$ cat src/rtl/axi_protocol_monitor.sv
// Passive AXI4 bus monitor. It checks channel stability, burst length, in-order IDs,
// outstanding overflow and VALID hangs, and records violations as sticky error flags.
module axi_protocol_monitor #(
    parameter int ID_WIDTH        = 4,
    parameter int ADDR_WIDTH      = 32,
    parameter int DATA_WIDTH      = 32,
    parameter int LEN_WIDTH       = 8,
    parameter int MAX_OUTSTANDING = 4,
    parameter int TIMEOUT_CYCLES  = 256
) (
    input  logic                    clk,
    input  logic                    rst_n,
    input  logic [ID_WIDTH-1:0]     awid,
    input  logic [ADDR_WIDTH-1:0]   awaddr,
    input  logic [LEN_WIDTH-1:0]    awlen,
    input  logic [2:0]              awsize,
    input  logic [1:0]              awburst,
    input  logic                    awvalid,
    input  logic                    awready,
    input  logic [DATA_WIDTH-1:0]   wdata,
    input  logic [DATA_WIDTH/8-1:0] wstrb,
    input  logic                    wlast,
    input  logic                    wvalid,
    input  logic                    wready,
    input  logic [ID_WIDTH-1:0]     bid,
    input  logic [1:0]              bresp,
    input  logic                    bvalid,
    input  logic                    bready,
    input  logic [ID_WIDTH-1:0]     arid,
    input  logic [ADDR_WIDTH-1:0]   araddr,
    input  logic [LEN_WIDTH-1:0]    arlen,
    input  logic [2:0]              arsize,
    input  logic [1:0]              arburst,
    input  logic                    arvalid,
    input  logic                    arready,
    input  logic [ID_WIDTH-1:0]     rid,
    input  logic [DATA_WIDTH-1:0]   rdata,
    input  logic [1:0]              rresp,
    input  logic                    rlast,
    input  logic                    rvalid,
    input  logic                    rready,
    input  logic                    err_clear,
    output logic [11:0]             err_vec,
    output logic                    err_pulse,
    output logic [3:0]              first_err_code,
    output logic                    err_any
);

    localparam int PW   = $clog2(MAX_OUTSTANDING);
    localparam int CW   = PW + 1;
    localparam int TW   = $clog2(TIMEOUT_CYCLES + 1);
    localparam int A_PL = ID_WIDTH + ADDR_WIDTH + LEN_WIDTH + 5;
    localparam int W_PL = DATA_WIDTH + DATA_WIDTH / 8 + 1;
    localparam int B_PL = ID_WIDTH + 2;
    localparam int R_PL = ID_WIDTH + DATA_WIDTH + 3;
    localparam logic [CW-1:0] Q_FULL = CW'(MAX_OUTSTANDING);
    localparam logic [TW-1:0] TO_MAX = TW'(TIMEOUT_CYCLES);

    function automatic logic [3:0] lowest_bit(input logic [11:0] v);
        lowest_bit = 4'd0;
        for (int i = 11; i >= 0; i--) if (v[i]) lowest_bit = 4'(i);
    endfunction

    // Channel order in every 5-bit vector: AW, W, AR, B, R.
    logic [4:0] vld, rdy, hs, stall_q;
    assign vld = {rvalid, bvalid, arvalid, wvalid, awvalid};
    assign rdy = {rready, bready, arready, wready, awready};
    assign hs  = vld & rdy;

    logic [A_PL-1:0] aw_pl, aw_pl_q, ar_pl, ar_pl_q;
    logic [W_PL-1:0] w_pl, w_pl_q;
    logic [B_PL-1:0] b_pl, b_pl_q;
    logic [R_PL-1:0] r_pl, r_pl_q;
    assign aw_pl = {awid, awaddr, awlen, awsize, awburst};
    assign ar_pl = {arid, araddr, arlen, arsize, arburst};
    assign w_pl  = {wdata, wstrb, wlast};
    assign b_pl  = {bid, bresp};
    assign r_pl  = {rid, rdata, rresp, rlast};

    logic [ID_WIDTH-1:0]  awq_id [MAX_OUTSTANDING];
    logic [LEN_WIDTH-1:0] awq_len[MAX_OUTSTANDING];
    logic [ID_WIDTH-1:0]  bq_id  [MAX_OUTSTANDING];
    logic [ID_WIDTH-1:0]  arq_id [MAX_OUTSTANDING];
    logic [LEN_WIDTH-1:0] arq_len[MAX_OUTSTANDING];
    logic [PW-1:0] awq_wr_q, awq_rd_q, bq_wr_q, bq_rd_q, arq_wr_q, arq_rd_q;
    logic [CW-1:0] awq_cnt_q, bq_cnt_q, arq_cnt_q;
    logic [LEN_WIDTH:0] wcnt_q, wcnt_d, rcnt_q, rcnt_d;
    logic [TW-1:0] to_cnt_q[5], to_cnt_d[5];

    logic aw_empty, b_empty, ar_empty, aw_full, b_full, ar_full;
    logic w_last_exp, r_last_exp, w_done, r_done, b_pop;
    logic aw_push_ok, b_push_ok, ar_push_ok;
    assign aw_empty   = (awq_cnt_q == '0);
    assign b_empty    = (bq_cnt_q == '0);
    assign ar_empty   = (arq_cnt_q == '0);
    assign aw_full    = (awq_cnt_q == Q_FULL);
    assign b_full     = (bq_cnt_q == Q_FULL);
    assign ar_full    = (arq_cnt_q == Q_FULL);
    assign w_last_exp = (wcnt_q == {1'b0, awq_len[awq_rd_q]});
    assign r_last_exp = (rcnt_q == {1'b0, arq_len[arq_rd_q]});
    assign w_done     = hs[1] && !aw_empty && (wlast || w_last_exp);
    assign r_done     = hs[4] && !ar_empty && (rlast || r_last_exp);
    assign b_pop      = hs[3] && !b_empty;
    assign aw_push_ok = hs[0] && (!aw_full || w_done);
    assign b_push_ok  = w_done && (!b_full || b_pop);
    assign ar_push_ok = hs[2] && (!ar_full || r_done);

    logic [11:0] viol, err_vec_q, err_vec_d, err_base;
    logic        err_pulse_q, err_pulse_d;
    logic [3:0]  code_q, code_d;

    // NOTE: every always_comb output gets a default first so no latch is inferred.
    always_comb begin
        viol     = '0;
        viol[0]  = stall_q[0] && (!awvalid || aw_pl != aw_pl_q);
        viol[1]  = stall_q[1] && (!wvalid || w_pl != w_pl_q);
        viol[2]  = stall_q[2] && (!arvalid || ar_pl != ar_pl_q);
        viol[3]  = stall_q[3] && (!bvalid || b_pl != b_pl_q);
        viol[4]  = stall_q[4] && (!rvalid || r_pl != r_pl_q);
        viol[5]  = hs[1] && !aw_empty && (wlast != w_last_exp);
        viol[6]  = hs[4] && !ar_empty && (rlast != r_last_exp);
        viol[7]  = hs[1] && aw_empty;
        viol[8]  = hs[3] && (b_empty || bid != bq_id[bq_rd_q]);
        viol[9]  = hs[4] && (ar_empty || rid != arq_id[arq_rd_q]);
        viol[10] = (hs[0] && !aw_push_ok) || (w_done && !b_push_ok) || (hs[2] && !ar_push_ok);

        wcnt_d = wcnt_q;
        if (hs[1] && !aw_empty) wcnt_d = w_done ? '0 : wcnt_q + 1'b1;
        rcnt_d = rcnt_q;
        if (hs[4] && !ar_empty) rcnt_d = r_done ? '0 : rcnt_q + 1'b1;

        // Saturating stall counters; a hang is flagged only on the cycle the limit is reached.
        for (int i = 0; i < 5; i++) begin
            to_cnt_d[i] = '0;
            if (vld[i] && !rdy[i]) begin
                to_cnt_d[i] = (to_cnt_q[i] == TO_MAX) ? to_cnt_q[i] : to_cnt_q[i] + 1'b1;
                if (to_cnt_q[i] != TO_MAX && to_cnt_d[i] == TO_MAX) viol[11] = 1'b1;
            end
        end

        err_base    = err_clear ? '0 : err_vec_q;
        err_vec_d   = err_base | viol;
        err_pulse_d = |(viol & ~err_base);
        code_d      = err_clear ? 4'd0 : code_q;
        if ((err_clear || err_vec_q == '0) && viol != '0) code_d = lowest_bit(viol);
    end

    // NOTE: queue storage is not reset; pointers and counts alone define which entries are live.
    always_ff @(posedge clk) begin
        if (aw_push_ok) begin
            awq_id[awq_wr_q]  <= awid;
            awq_len[awq_wr_q] <= awlen;
        end
        if (b_push_ok) bq_id[bq_wr_q] <= awq_id[awq_rd_q];
        if (ar_push_ok) begin
            arq_id[arq_wr_q]  <= arid;
            arq_len[arq_wr_q] <= arlen;
        end
    end

    always_ff @(posedge clk) begin
        if (!rst_n) begin
            stall_q     <= '0;
            aw_pl_q     <= '0;
            w_pl_q      <= '0;
            ar_pl_q     <= '0;
            b_pl_q      <= '0;
            r_pl_q      <= '0;
            awq_wr_q    <= '0;
            awq_rd_q    <= '0;
            awq_cnt_q   <= '0;
            bq_wr_q     <= '0;
            bq_rd_q     <= '0;
            bq_cnt_q    <= '0;
            arq_wr_q    <= '0;
            arq_rd_q    <= '0;
            arq_cnt_q   <= '0;
            wcnt_q      <= '0;
            rcnt_q      <= '0;
            for (int i = 0; i < 5; i++) to_cnt_q[i] <= '0;
            err_vec_q   <= '0;
            err_pulse_q <= 1'b0;
            code_q      <= '0;
        end else begin
            stall_q     <= vld & ~rdy;
            aw_pl_q     <= aw_pl;
            w_pl_q      <= w_pl;
            ar_pl_q     <= ar_pl;
            b_pl_q      <= b_pl;
            r_pl_q      <= r_pl;
            if (aw_push_ok) awq_wr_q <= awq_wr_q + 1'b1;
            if (w_done)     awq_rd_q <= awq_rd_q + 1'b1;
            awq_cnt_q   <= awq_cnt_q + CW'(aw_push_ok) - CW'(w_done);
            if (b_push_ok)  bq_wr_q <= bq_wr_q + 1'b1;
            if (b_pop)      bq_rd_q <= bq_rd_q + 1'b1;
            bq_cnt_q    <= bq_cnt_q + CW'(b_push_ok) - CW'(b_pop);
            if (ar_push_ok) arq_wr_q <= arq_wr_q + 1'b1;
            if (r_done)     arq_rd_q <= arq_rd_q + 1'b1;
            arq_cnt_q   <= arq_cnt_q + CW'(ar_push_ok) - CW'(r_done);
            wcnt_q      <= wcnt_d;
            rcnt_q      <= rcnt_d;
            for (int i = 0; i < 5; i++) to_cnt_q[i] <= to_cnt_d[i];
            err_vec_q   <= err_vec_d;
            err_pulse_q <= err_pulse_d;
            code_q      <= code_d;
        end
    end

    assign err_vec        = err_vec_q;
    assign err_pulse      = err_pulse_q;
    assign first_err_code = code_q;
    assign err_any        = |err_vec_q;

endmodule

$ cat config.mk
export PLATFORM = sky130hd
export DESIGN_NAME = axi_protocol_monitor
export DESIGN_NICKNAME = d
export VERILOG_FILES = /design/src/rtl/axi_protocol_monitor.sv
export SDC_FILE = /design/constraint.sdc
export NUM_CORES = 1
export LEC_CHECK = 0
export CELL_PAD_IN_SITES_DETAIL_PLACEMENT = 2
export CELL_PAD_IN_SITES_GLOBAL_PLACEMENT = 2
export CORE_MARGIN = 1
export CORE_UTILIZATION = 37
export CTS_CLUSTER_DIAMETER = 40
export DETAILED_ROUTE_END_ITERATION = 8
export PLACE_DENSITY_LB_ADDON = 0.15
export REMOVE_ABC_BUFFERS = 1
export SETUP_SLACK_MARGIN = 0.3
export SLEW_MARGIN = 15
export SYNTH_ARGS = -nofsm -noshare
export SYNTH_HDL_FRONTEND = slang
export SYNTH_SLANG_ARGS = --single-unit
$ cat constraint.sdc
create_clock -name clk -period 5.7 [get_ports clk]
set_clock_uncertainty 0.05 [all_clocks]
set_input_delay 1.14 -clock clk [delete_from_list [all_inputs] [get_ports clk]]
set_output_delay 1.14 -clock clk [all_outputs]
set_load 0.01 [all_outputs]
Word level (Yosys, flattened, before mapping):

Memories as Yosys holds them, arrays and structs flattened. A register that Yosys moved wholly into a read port is not among the register bits.
Index checks and enable logic that the tools add are counted.

* register bits: 241
* memory bits (writable): 157
* bits of input ports: 193
* output and inout port bits: 18
* memories kept: 6

Memories
* to_cnt_q: words 5, bits a word 9, read ports 5, clocked after Yosys merged registers in 0, write ports 5, RTL line 88 `logic [TW-1:0] to_cnt_q[5], to_cnt_d[5];`
* arq_len: words 4, bits a word 8, read ports 1, clocked after Yosys merged registers in 1, write ports 1, RTL line 84 `logic [LEN_WIDTH-1:0] arq_len[MAX_OUTSTANDING];`
* awq_len: words 4, bits a word 8, read ports 1, clocked after Yosys merged registers in 1, write ports 1, RTL line 81 `logic [LEN_WIDTH-1:0] awq_len[MAX_OUTSTANDING];`
* arq_id: words 4, bits a word 4, read ports 1, clocked after Yosys merged registers in 1, write ports 1, RTL line 83 `logic [ID_WIDTH-1:0] arq_id [MAX_OUTSTANDING];`
* awq_id: words 4, bits a word 4, read ports 1, clocked after Yosys merged registers in 1, write ports 1, RTL line 80 `logic [ID_WIDTH-1:0] awq_id [MAX_OUTSTANDING];`
* bq_id: words 4, bits a word 4, read ports 1, clocked after Yosys merged registers in 1, write ports 1, RTL line 82 `logic [ID_WIDTH-1:0] bq_id [MAX_OUTSTANDING];`

* $add $sub $neg: 19
* eq/ne operators: 29
* multiplexer cells: 60
* bitwise operators: 11
* reduce and logical (&&, ||, !) cells: 74

Operators by type and width (number)
* 2-to-1 mux 9 bit: 17
* != test 49 bit: 2
* == test 9 bit, second input constant: 10
* adder 9 x 1 -> 9 bit, second input constant: 7
* 2-to-1 mux 4 bit: 14
* != test 9 bit, second input constant: 5
* != test 39 bit: 1
* != test 37 bit: 1
* logical AND 1 bit: 32
* OR reduction 12 bit: 2
* 2-to-1 mux 2 bit: 10
* zero test 1 bit: 19
* == test 9 x 8 -> 1 bit: 2
* 2-to-1 mux 1 bit: 18
* logical OR 1 bit: 15
* adder 2 x 1 -> 2 bit, second input constant: 6
* AND 12 bit: 1
* zero test 12 bit: 1
* 2-to-1 mux 12 bit: 1
* inverter 12 bit: 1
* bitwise OR 12 bit: 1
* nonzero test 12 bit: 1
* AND 5 bit: 2
* adder 3 x 1 -> 3 bit: 3
* 9 further kinds: 21

Depth between registers and ports, before layout:

* word-level depth: 27
* gate-level depth with buffers: 19
* depth with buffers taken out: 18

Least setup slack after synthesis:

Ideal clock, no wire load.

* path kind: flip-flop to flip-flop
* from: reg with a tool-made name
* to: reg awq_cnt_q[2]
* library setup time: 0.115 ns
* arrival time: 4.102 ns
* data required time: 5.535 ns
* setup slack: 1.433 ns
* cell stages (with the launch flop): 19
* path buffers: 1
* cell sequence: dfxtp_1 -> buf_1 -> mux4_2 -> xnor2_1 -> nand4_1 -> nor3_1 -> nand4_1 -> ha_1 -> nand2b_1 -> a31oi_1 -> inv_1 -> ha_1 -> inv_1 -> ha_1 -> inv_1 -> fa_1 -> xnor2_1 -> xnor2_1 -> and2_1

RTL lines
* end signal, assigned: RTL line 193 `awq_cnt_q <= awq_cnt_q + CW'(aw_push_ok) - CW'(w_done);`
* end, declared: RTL line 86 `logic [CW-1:0] awq_cnt_q, bq_cnt_q, arq_cnt_q;`

==> results_dict.tcl <==
set metrics [dict create \
    leakage_nw 8.46 \
    p_seq_share_pct 36.9 \
    cts_root_buf "clkbuf_16" \
    cts_num_sinks 404 \
    cts_max_level 3 \
    vias 12019 \
    ir_drop_mv 0.330 \
    grt_max_degree 120 \
    multi_input_area_sq_mm 0.00745 \
    setup_tns_ns 0 \
    synth_most_common_cell "dfxtp_1" \
    cts_tree "done" \
    grt_pass1_vias 13501 \
    ys_top_cells_by_area "dfxtp_1 34%, edfxtp_1 20%, and2_1 7.8%" \
    netlist_area_sq_mm 0.0171 \
    gr-total-overflow 0 \
    worstSetupEndpointType "register" \
    diodes 0 \
    maxSlewHeadroom_pct 40.3 \
    path_clk_slew_ns 0.05 \
    worstSetupPathType "register to register" \
    powerDensity_mw_per_mm2 389 \
    cp_cell_sequence "mux4_1 > xnor2_1 > nand4_1 > nor3_1 > nand4_1 > ha_1 > o211ai_1 > nor2b_1 > inv_1 > ha_1 > inv_1 > ha_1 > inv_1 > fa_1 > xnor2_1 > xnor2_1 > and2_1" \
    area_delta_synth_final_pct 31.6 \
    core_area_sq_mm 0.0455 \
    worstSkewPairLatency_ns 0.61 \
    clk_path_buf_depth 3 \
    pin_count 211 \
    p_switching_w 0.00215 \
    final_cells 2414 \
    nets 1981 \
    swShare_pct 24.6 \
    hpwl_um 32700 \
    cts_buffers 73 \
    dr.pass1.iters 4 \
    fill_cells 4534 \
    cts.hold.buffers_added 0 \
    fp.dieArea_sq_mm 0.0470 \
    ys_ff_latch 404 \
    worst-path-buf-inv 3 \
    rsz0062_at_grt "no" \
    floorplan.initialDensity_pct 37.5 \
    status "complete, no violations" \
    clkPwrFrac_pct 53.4 \
    die_w_um 217 \
    arrival_ns 5.09 \
    critPathMaxStageDelay_ns 0.83 \
    io_buffer_count 210 \
    synth_edf_count 112 \
    cts_setup_buffers 0 \
    wl_um 48200 \
    yosysTopAreaCell "dfxtp_1" \
    grt_use_total_pct 21.0 \
    startpoint_type "register" \
    min_period_ns 4.65 \
    slew_violations 0 \
    cts-resized-gates 0 \
    ys_warn_count 0 \
    crit_slowest_cell "dfxtp_1" \
    cp.required_ns 6.14 \
    path_max_fanout 12 \
    tightest_slew_ns 0.886 \
    synthCells 1505 \
    detail-route-antenna-nets 0 \
    drc_errors 0 \
    die_height_um 217 \
    dp.cells 2278 \
    rows 78 \
    synth.avg_cell_area_sq_um 11.3 \
    setup_viol 0 \
    path_delay_family "simple AND/OR/NAND/NOR gates" \
    hp-class "register to register" \
    hold_viol_final 0 \
    cap_violations 0 \
    drtIter0Drc 458 \
    synthDistinctLibCells 75 \
    ys_seq_area_share_pct 53.9 \
    wl_per_cell_um 20.0 \
    grt_pass1_wl_um 76100 \
    gp_congestion 0.780 \
    intPower_w 0.00659 \
    drive_gt1_share_pct 9.32 \
    postSynth.asyncResetShare_pct 0 \
    yosys_most_used_dff "dfxtp_1" \
    final-seq-area_sq_mm 0.00921 \
    p_comb_share_pct 9.7 \
    yosysTopAreaCellShare_pct 34.2 \
    fmax_mhz 215 \
    synth_common_cells "292 x dfxtp_1, 214 x and2_1, 131 x xor2_1, 112 x edfxtp_1, 110 x xnor2_1" \
    antenna_found_initial 6 \
    timing.final.crit_share_pct 81.6 \
    avgViaCountPerCell 4.98 \
]
-- cell type report --
cell class | instances | share of cell area [%]
timing repair buffer | 214 | 9.55
tap | 600 | 3.34
inverter | 67 | 1.12
clock inverter | 53 | 3.09
sequential | 404 | 41.0
clock buffer | 83 | 8.79
multi-input combinational | 993 | 33.1
-- placed cells by master (no fill, tap or decap), types with 9 or more instances in the layout --
cell,n
clkinv_2,10
inv_1,65
xor2_1,131
mux4_1,11
mux4_2,17
nand4_1,36
a21oi_1,23
nor2b_1,21
xnor2_1,110
o21ai_0,15
clkdlybuf4s50_1,209
inv_6,9
ha_1,32
o22ai_1,10
nand2_1,59
nand2b_1,10
and2_1,214
nor4_1,38
bufinv_16,11
edfxtp_1,112
dfxtp_1,292
nand3_1,24
clkbuf_16,75
nor3_1,13
and3_1,12
nor2_1,84
a21boi_0,12
-- flip-flops by register name, indices dropped and copies added (netlist names), 4 cells and up, named ones only --
| register | cells |
|---|---|
| ar_pl_q | 49 |
| arq_id | 16 |
| arq_len | 32 |
| aw_pl_q | 49 |
| awq_id | 16 |
| awq_len | 32 |
| b_pl_q | 6 |
| bq_id | 16 |
| err_vec | 12 |
| first_err_code | 4 |
| r_pl_q | 39 |
| rcnt_q | 9 |
| stall_q | 5 |
| to_cnt_q | 45 |
| w_pl_q | 37 |
| wcnt_q | 9 |
-- cell families after synthesis --
family | synth area share (%)
fa+ha+maj | 2.70
simple gates | 18.5
compound gates | 5.59
mux | 4.29
buf+inv | 2.44
xor+xnor | 12.6
flops | 53.9
-- worst register-to-register path, stage by stage (launching register included) --
cell      delay (ns)
dfxtp_1         0.83
mux4_1          0.69
xnor2_1         0.17
nand4_1         0.12
nor3_1          0.20
nand4_1         0.15
ha_1            0.24
o211ai_1        0.22
nor2b_1         0.42
inv_1           0.11
ha_1            0.29
inv_1           0.06
ha_1            0.13
inv_1           0.05
fa_1            0.38
xnor2_1         0.15
xnor2_1         0.14
and2_1          0.17
-- routing by layer --
metal	vias up	share of wire (%)	GRT usage [%]
met3	94	4.9	5.65
met4	10	2.9	8.08
met1	5947	43	24.9
li1	5730	-	-
met2	238	49	36.0
met5	-	0.12	0
-- power by group through the flow --
| stage | clock [W] | combinational (W) | sequential, W |
|---|---|---|---|
| floorplan | 0 | 0.000468 | 0.00325 |
| global placement | 0 | 0.000808 | 0.00327 |
| detailed placement | 0 | 0.000843 | 0.00328 |
| CTS | 0.00478 | 0.000869 | 0.00323 |
| global route | 0.00490 | 0.000933 | 0.00324 |
| finish | 0.00467 | 0.000847 | 0.00322 |
-- metrics by stage --
stage / total power, W / setup slack, ns / hold WS [ns] / instance area [sq um] / utilization, %
after floorplan: 0.00372 / 1.61 / 0.408 / 16900 / -
after global placement: 0.00408 / 1.22 / 0.406 / 19800 / 43.6
after detailed placement: 0.00412 / 1.03 / 0.419 / 19800 / 43.6
after CTS: 0.00887 / 0.931 / 0.426 / 22500 / 49.4
after global routing: 0.00908 / 0.580 / 0.445 / 22500 / 49.4
final: 0.00874 / 1.05 / 0.416 / 22500 / 49.4
-- worst paths after layout --
kind,from,end,slack [ns],cells past startpoint
max reg2reg,register,arq_cnt_q[2],1.05,17
min reg2reg,first_err_code[0],first_err_code[0],0.42,2
min,first_err_code[0],first_err_code[0],0.42,2
max,register,arq_cnt_q[2],1.05,17
(Power assumes the default switching activity.)
==> edit, RTL diff (config.mk and constraints unchanged) <==
Remove the register `err_pulse_q`: a continuous assignment takes its place, so the output `err_pulse` follows one clock earlier.
--- a/src/rtl/axi_protocol_monitor.sv
+++ b/src/rtl/axi_protocol_monitor.sv
@@ -179,7 +179,6 @@
             rcnt_q      <= '0;
             for (int i = 0; i < 5; i++) to_cnt_q[i] <= '0;
             err_vec_q   <= '0;
-            err_pulse_q <= 1'b0;
             code_q      <= '0;
         end else begin
             stall_q     <= vld & ~rdy;
@@ -201,10 +200,11 @@
             rcnt_q      <= rcnt_d;
             for (int i = 0; i < 5; i++) to_cnt_q[i] <= to_cnt_d[i];
             err_vec_q   <= err_vec_d;
-            err_pulse_q <= err_pulse_d;
             code_q      <= code_d;
         end
     end
+
+    assign err_pulse_q = err_pulse_d;
 
     assign err_vec        = err_vec_q;
     assign err_pulse      = err_pulse_q;
Formal check against the unedited RTL: not equivalent (a bounded check fails within 4 cycles, from zero or initial values and one cycle with rst_n low).
==> edit against the original RTL <==
Power down 3.0%. Wire length shrank 2.7%. Synthesized area shrank 0.65%. Worst setup slack worse by 0.71 ns. Sequential cell count down 1. Worst hold slack improved by 0.036 ns. Count of clock-buffer cells in the layout increased by 7. Final area rose by 0.41%. Combinational power rose by 5.0%. First-iteration DRC count fell by 12%. Critical path type is now primary input to output pin. Critical endpoint is now err_pulse. Largest power group unchanged.
==> edit: results (changes against the original RTL) <==
Logic synthesis
  • Top area cells in the synthesized netlist: dfxtp_1 (34%), edfxtp_1 (20%), and2_1 (7.9%), xor2_1 (7.3%), xnor2_1 (5.2%)
  • Syn avg cell area: 11.4 um2 (+0.69%)
  • Top post-synthesis cells by count: dfxtp_1 (291), and2_1 (215), xor2_1 (141), edfxtp_1 (112), xnor2_1 (100)
  • Sequential area share after synthesis: 54.2% (+0.24 points)
  • Adder-Cell Fraction of Synth Area: 2.71% (+0.018 points)
  • Yosys cell types: 84 (+12%)

Drt
  • Number of vias per cell: 4.93 (-1.0%)
  • Vias: 11.9k (-0.68%)
  • 1st-iter DRT viols: 403 (-12%)
  • Length of routed met2 wiring: 24000 um (+1.3%)
  • WL met3: 1650 um (-31%)
  • Routed WL: 46900 um (-2.7%)
  • Wire length on met1: 20100 um (-3.1%)

Power
  • Power Clock: 4.38 mW (-6.2%)
  • Leak: 8.65 nW (+2.3%)

STA
  • Fin crit share: 94.2% (+13 points)
  • Slew Limit Headroom: 49.0% (+8.7 points)
  • WHS: 0.453 ns (+0.0364 ns)

Run status
  • Status: completed

Setup path
  • Worst Path Arrival: 4.18 ns (-0.91 ns)
  • Critical Path End: err_pulse
  • Flop2flop setup slack: 1.32 ns (+0.27 ns)
  • Slowest cell delay on critical path: 0.57 ns (-0.26 ns)
  • Slowest cell on crit path: or4_4

Global route
  • Initial antenna violation count: 0 (-6)
  • Met2 Track Usage GR: 36.3% (+0.28 points)
  • Vias in the first global route: 13.6k (+0.83%)

Finish
  • Final net count: 1992 (+0.56%)
  • Share of cells above drive strength 1: 12.1% (+2.8 points)

Hold path
  • Hold path start: wcnt_q[7]

Clocking
  • Buffers inserted by post-CTS timing repair: 6 (+6)

Placed design
  • Place WS: -0.0810 ns (-1.11 ns)
  • RD Place Congestion: 0.753 (-3.4%)
  • Placed Area: 19900 um2 (+0.29%)
## edit: cell count changes in the layout (fill, tap and decap cells not counted), moves of 6 or more
cell             before  now
buf_4                 3   35
clkbuf_1              1   10
clkdlybuf4s50_1     209  192
dlygate4sd2_1         0    6
dlymetal6s2s_1        0   10
mux4_1               11    4
mux4_2               17   24
nand2_1              59   50
nor2_1               84   75
nor4_1               38   32
xnor2_1             110   95
xor2_1              131  141
## edit: final cells by class
class,instances,area [um2],area share (%)
Sequential cell,403,9190,40.7
Clock buffer,90,1980,8.79
Tap cell,600,751,3.33
Inverter,66,248,1.10
Clock inverter,43,515,2.28
Multi-Input combinational cell,973,7470,33.1
Timing Repair Buffer,247,2410,10.7
## edit: kinds of logic (layout without fill, tap and decap cells)
group,count (synthesis),count (layout)
and+or+nand+nor,549,549
DFF,403,403
xor gates and xnor gates,241,241
AOI/OAI and AO/OA,112,112
buffers and inverters,109,446
muxes,36,36
adders and majority gates,35,35
